==> config.mk <==
export PLATFORM = sky130hd
export DESIGN_NAME = io_input_conditioner
export DESIGN_NICKNAME = d
export VERILOG_FILES = /design/src/rtl/io_input_conditioner.sv
export SDC_FILE = /design/constraint.sdc
export NUM_CORES = 1
export LEC_CHECK = 0
export ABC_AREA = 0
export BUFFER_PORTS_ARGS = -buffer_cell sky130_fd_sc_hd__buf_2
export CAP_MARGIN = 20
export CORE_MARGIN = 5
export CORE_UTILIZATION = 55
export CTS_BUF_LIST = sky130_fd_sc_hd__clkbuf_16
export DETAILED_ROUTE_END_ITERATION = 6
export PLACE_DENSITY = 0.76
export SLEW_MARGIN = 5
export SYNTH_ARGS = -nofsm -noshare
export SYNTH_HDL_FRONTEND = slang
export SYNTH_SLANG_ARGS = --single-unit
export TNS_END_PERCENT = 50
==> constraint.sdc <==
create_clock -name clk -period 3.07 [get_ports clk]
set_input_delay 0.4605 -clock clk [delete_from_list [all_inputs] [get_ports clk]]
set_output_delay 0.4605 -clock clk [all_outputs]
set_load 0.05 [all_outputs]
==> src/rtl/io_input_conditioner.sv <==
// rtl/io_input_conditioner.sv - synchronizer, per-bit debounce, sticky key-press flags and press counter (optional irq via IO_COND_IRQ_EN)
module io_input_conditioner #(
    parameter int DEBOUNCE_CYCLES = 50000,
    parameter int N_KEYS          = 4,
    parameter int N_SW            = 10
) (
    input  logic              clk,
    input  logic              rst_n,
    input  logic [N_KEYS-1:0] keyRaw,
    input  logic [N_SW-1:0]   swRaw,
    input  logic              clrEn,
    input  logic [N_KEYS-1:0] clrMask,
    output logic [N_KEYS-1:0] keyLvl,
    output logic [N_SW-1:0]   swLvl,
    output logic [N_KEYS-1:0] keyPress,
    output logic [7:0]        pressCnt,
    output logic              irq
);

    localparam int N  = N_KEYS + N_SW;
    localparam int CW = $clog2(DEBOUNCE_CYCLES + 1);
    localparam logic [CW-1:0] CNT_LAST = CW'(DEBOUNCE_CYCLES - 1);

    logic [N_KEYS-1:0] key_meta, key_sync;
    logic [N_SW-1:0]   sw_meta, sw_sync;
    logic [N-1:0]      s, lvl, lvl_nxt;
    logic [CW-1:0]     cnt     [N];
    logic [CW-1:0]     cnt_nxt [N];
    logic [N_KEYS-1:0] key_rise, clr_bits;
    logic [7:0]        press_add;

    // Two-flop synchronizers; keys idle released (high), switches idle low
    always_ff @(posedge clk or negedge rst_n) begin
        if (!rst_n) begin
            key_meta <= '1;
            key_sync <= '1;
            sw_meta  <= '0;
            sw_sync  <= '0;
        end else begin
            key_meta <= keyRaw;
            key_sync <= key_meta;
            sw_meta  <= swRaw;
            sw_sync  <= sw_meta;
        end
    end

    // Keys share the debounce array with switches; keys occupy the low bits, inverted to active-high
    assign s = {sw_sync, ~key_sync};

    // Next stable level and counter: count consecutive differing samples, adopt the sample on the last one
    always_comb begin
        for (int i = 0; i < N; i++) begin
            lvl_nxt[i] = lvl[i];
            cnt_nxt[i] = '0;
            if (s[i] != lvl[i]) begin
                if (cnt[i] == CNT_LAST) begin
                    lvl_nxt[i] = s[i];
                end else begin
                    cnt_nxt[i] = cnt[i] + CW'(1);
                end
            end
        end
    end

    // Debounce state registers
    always_ff @(posedge clk or negedge rst_n) begin
        if (!rst_n) begin
            lvl <= '0;
            for (int i = 0; i < N; i++) begin
                cnt[i] <= '0;
            end
        end else begin
            lvl <= lvl_nxt;
            for (int i = 0; i < N; i++) begin
                cnt[i] <= cnt_nxt[i];
            end
        end
    end

    // Rising edges taken from the next level so flags and count move on the same edge as keyLvl
    assign key_rise = lvl_nxt[N_KEYS-1:0] & ~lvl[N_KEYS-1:0];
    assign clr_bits = clrEn ? clrMask : '0;

    // Number of keys rising this cycle
    always_comb begin
        press_add = '0;
        for (int i = 0; i < N_KEYS; i++) begin
            press_add = press_add + 8'(key_rise[i]);
        end
    end

    // Sticky flags (set beats clear) and wrapping press counter
    always_ff @(posedge clk or negedge rst_n) begin
        if (!rst_n) begin
            keyPress <= '0;
            pressCnt <= '0;
        end else begin
            keyPress <= (keyPress & ~clr_bits) | key_rise;
            pressCnt <= pressCnt + press_add;
        end
    end

    assign keyLvl = lvl[N_KEYS-1:0];
    assign swLvl  = lvl[N-1:N_KEYS];

`ifdef IO_COND_IRQ_EN
    // Interrupt follows the flags one edge later
    always_ff @(posedge clk or negedge rst_n) begin
        if (!rst_n) begin
            irq <= 1'b0;
        end else begin
            irq <= |keyPress;
        end
    end
`else
    assign irq = 1'b0;
`endif

endmodule

# Word-level counts from Yosys, hierarchy flattened
# Cells that the tools add are included.
# word_totals
register_bits	278
in_bits	21
output_inout_bits	27
word_cells	130
# classes
addsub	18
n_eq_ne	28
n_mux	37
n_bitwise	6
n_reduce_logical	10
# op_table
cell	count
16-bit 2-to-1 mux	28
16-bit by 1-bit adder with 16-bit output (second input constant)	14
16-bit equality test (second input constant)	14
2-bit AND reduction	10
1-bit inequality test	14
4-bit NOT	3
8-bit by 4-bit adder with 8-bit output	1
4-bit bitwise AND	2
1-bit 2-to-1 mux	8
3-bit by 1-bit adder with 4-bit output	1
4-bit 2-to-1 mux	1
4-bit OR	1
2-bit by 1-bit adder with 3-bit output	1
1-bit by 1-bit adder with 2-bit output	1

# Logic depth before layout (Yosys ltp)
# logic_depth
ltp_word	8
ltp_mapped	11
mapped_depth_nobuf	11

# Worst setup path after synthesis
# No wires, ideal clock.
# synth_timing
path_type	register to register
startpoint	reg cnt[208] in the netlist's numbering
endpoint	reg pressCnt[4]
setup_time_ns	0.142
arrival_time_ns	2.727
t_required_ns	2.928
path_slack_ns	0.202
path_stages_with_launch	11
path_buffers	0
synth_period_minus_slack_ns	2.868
path_cell_list	dfrtp_1 > ha_1 > and3_1 > nand4_1 > or3_1 > fa_1 > fa_1 > inv_1 > fa_1 > nand3_1 > xnor2_1
# synth_via
elab_chain_cells	8
# synth_lines
item	line	text
start, declared	27	logic [CW-1:0] cnt [N];
start signal, assigned by index	75	cnt[i] <= cnt_nxt[i];
16-bit equality test	56	if (cnt[i] == CNT_LAST) begin
1-bit 2-to-1 mux	56	
1-bit 2-to-1 mux	55	if (s[i] != lvl[i]) begin
4-bit bitwise AND	81	assign key_rise = lvl_nxt[N_KEYS-1:0] & ~lvl[N_KEYS-1:0];
1-bit by 1-bit adder with 2-bit output	88	press_add = press_add + 8'(key_rise[i]);
2-bit by 1-bit adder with 3-bit output	88	
3-bit by 1-bit adder with 4-bit output	88	
8-bit by 4-bit adder with 8-bit output	99	pressCnt <= pressCnt + press_add;
end signal, assigned	99	
end, declared	16	output logic [7:0] pressCnt,
# No other way between the ends.
# A chain may end at the register's enable or synchronous reset.

# Final worst setup path
# layout_timing
startpoint	reg cnt[216] in the netlist's numbering
endpoint	reg pressCnt[7]
# Same word-level chain as after synthesis.

==> metrics.txt <==
skew final=0.0147 ns; initial cell density of the core=0.555; Ports=48; Num Clock Sinks=278; ys async rst share=1.00; mean area per synthesized cell=10.3 sq um; final worst path period share=0.936; DRT Wirelength=22700 um; Crit Path Category=reg -> reg; CP Capture Type=flop; Synth top area share=0.524; outcome=complete, no violations; H-Tree Level Count=1; predominant post-synthesis flop cell=dfrtp_1; #FFs+latches synth=278; clock buffer depth=3; remaining antenna violation count=0; Net Count, Synth=1294; clock transition at the registers of the reported paths=0.06 ns; drt pass-1 iters=5; post-DP HPWL=15400 um; relative slew slack=0.418; top cells by area, synth=dfrtp_1 (52%), xnor2_1 (11%), nor2_1 (7.3%); global-route wire length before repair=40600 um; Post-synth EDFFs=0; Pleak=6.05 nW; placer congestion estimate=0.840; number of remaining DRC errors=0; worst path arrival time=3.30 ns; maximum vdd drop=0.000525 V; worst-skew pair later-pin latency=0.54 ns; unrepaired setup endpoints after global routing=false; Setup TNS=0 ns; CP Max Fanout=5; Slew Limit Fails=0; register area share after synthesis=0.540; layout cells sized above 1=0.102; worst slew pin tran=0.870 ns; Hold Path Class=in -> reg; synthesized instance count=1255; startpoint types=flop; Remaining Overflow, GRT=0; top cell type by total area after synthesis=dfrtp_1; antenna fix cells=0; All-Layer GR Usage=0.177; final hold viol count=0; initial antenna violation count=0; Slowest-stage cell, CP=fa_1; most common cell in the synthesized netlist=dfrtp_1; Buffers on Ports=46; Placed Cells incl. Taps=1622; CP Cell Sequence=nor4bb_1 > nand4_1 > or3_1 > fa_1 > fa_2 > nor2b_1 > o21a_1 > nand3_1 > xnor2_1; CTS buffer count=29; fmax=348 MHz; final core occ=0.625; Max-cap violations=0; Rows=56; Mapped Area=12900 sq um; Post-Layout Cell Count=1678; die footprint=26600 sq um; PD cells=492 nW/um^2; DIE HEIGHT=163 um; core area=23300 sq um; Vias per Instance=5.33; CTS Root Cell=clkbuf_16; area grow syn2layout=12.7%; WP data required=3.49 ns; YS warnings=0; final setup fails=0; vias in the first global route=8921; DRT iter0 DRCs=534; CTS tree=yes; DIE WIDTH=163 um; max incr delay on CP=0.50 ns; Min Clock Period, post-route=2.87 ns; fin nets=1379; register-to-register setup slack=0.20 ns; Netlist cell types=52; routed len/inst=13.6 um; Vias=8943; pin count of the biggest net entering global routing=76; synth cell count leaders=dfrtp_1 (270), nor2_1 (251), xnor2_1 (165)
[layout make-up]
class | instances | area [sq um]
clock buffer | 29 | 726
clock inverter | 21 | 118
fill | 1916 | 8720
inverter | 50 | 188
multi-input combinational | 910 | 5660
sequential | 278 | 6970
tap | 319 | 399
timing repair buffer | 71 | 478
[layer usage]
layer  share of wire  GRT usage  up-vias
met5               0          0        -
met4           0.019     0.0431        0
met3           0.032     0.0283       33
met2            0.48      0.296      123
met1            0.47      0.244     4306
li1                -          -     4481
[state kept, by name, summed over array words and instances, names as in the netlist]
register	flops
cnt	224
lvl	14
sw_meta	10
sw_sync	10
pressCnt	8
keyPress	4
key_meta	4
key_sync	4
[final timing paths]
| path | from | endpoint | cells past startpoint |
|---|---|---|---|
| setup reg to reg | cnt[216]$_DFF_PN0_ | pressCnt[7]$_DFF_PN0_ | 9 |
| max in group asynchronous | rst_n | key_meta[2]$_DFF_PN1_ | 3 |
| min in group asynchronous | rst_n | cnt[65]$_DFF_PN0_ | 2 |
| hold reg to reg | sw_meta[1]$_DFF_PN0_ | sw_sync[1]$_DFF_PN0_ | 0 |
| hold / removal | swRaw[6] | sw_meta[6]$_DFF_PN0_ | 1 |
| setup / recovery | cnt[216]$_DFF_PN0_ | pressCnt[7]$_DFF_PN0_ | 9 |
[layout by cell type, fill, tap and decap left out, types with 4 or more instances in the layout]
| master | count |
|---|---|
| a21oi_1 | 11 |
| and2_1 | 5 |
| and3_1 | 15 |
| buf_2 | 45 |
| buf_4 | 17 |
| clkbuf_16 | 29 |
| clkinv_1 | 7 |
| clkinv_2 | 4 |
| dfrtp_1 | 270 |
| dfstp_2 | 8 |
| dlygate4sd3_1 | 5 |
| ha_1 | 15 |
| inv_1 | 57 |
| mux2_2 | 8 |
| nand2_1 | 69 |
| nand3_1 | 80 |
| nand4_1 | 56 |
| nor2_1 | 251 |
| nor3_1 | 47 |
| nor4_1 | 60 |
| nor4b_1 | 9 |
| nor4bb_1 | 9 |
| o31ai_1 | 4 |
| or3_1 | 9 |
| or4_1 | 6 |
| or4_4 | 4 |
| or4bb_1 | 4 |
| xnor2_1 | 165 |
| xor2_1 | 40 |
[kinds of logic after synthesis]
logic type               after synthesis  share of synthesized area
AO/OA/AOI/OAI                         31                     0.0210
XOR/XNOR                             205                      0.139
adder cells (fa/ha/maj)               18                     0.0192
buffers and inverters                 67                     0.0216
flip-flops                           278                      0.540
multiplexers                          11                    0.00950
other                                  1                   0.000291
AND/OR/NAND/NOR                      644                      0.249
[what timing repair did]
action / 4_1_cts / 5_1_grt
resized for setup: 0 / 2
setup buffers: 0 / 1
hold endpoints to repair: 72 / 0
setup endpoints to repair: 0 / 4
hold buffers: 5 / 0
[through the flow]
step	setup slack (ns)	total power, mW	hold slack (ns)	instance area [sq um]
finish	0.196	7.16	0.0242	14500
floorplan	0.202	3.96	0.165	12900
global placement	0.127	4.09	0.334	13600
global route	0.0157	7.46	0.00935	14500
detailed placement	0.0692	4.10	0.335	13600
CTS	0.0500	7.26	0.00239	14500
[critical path: cells and delay by family, from the launching register on]
family                   cells  cell delay, ns
adder cells (fa/ha/maj)      2            0.86
AO/OA/AOI/OAI                1            0.19
flip-flops                   1            0.40
AND/OR/NAND/NOR              5            1.17
XOR/XNOR                     1            0.13
[power breakdown]
part	internal (mW)	leakage, nW	switching (mW)
clock network	1.78	0.436	1.35
logic	0.0788	1.84	0.160
registers	3.73	3.78	0.0557
Power figures use the tool's default switching activity.
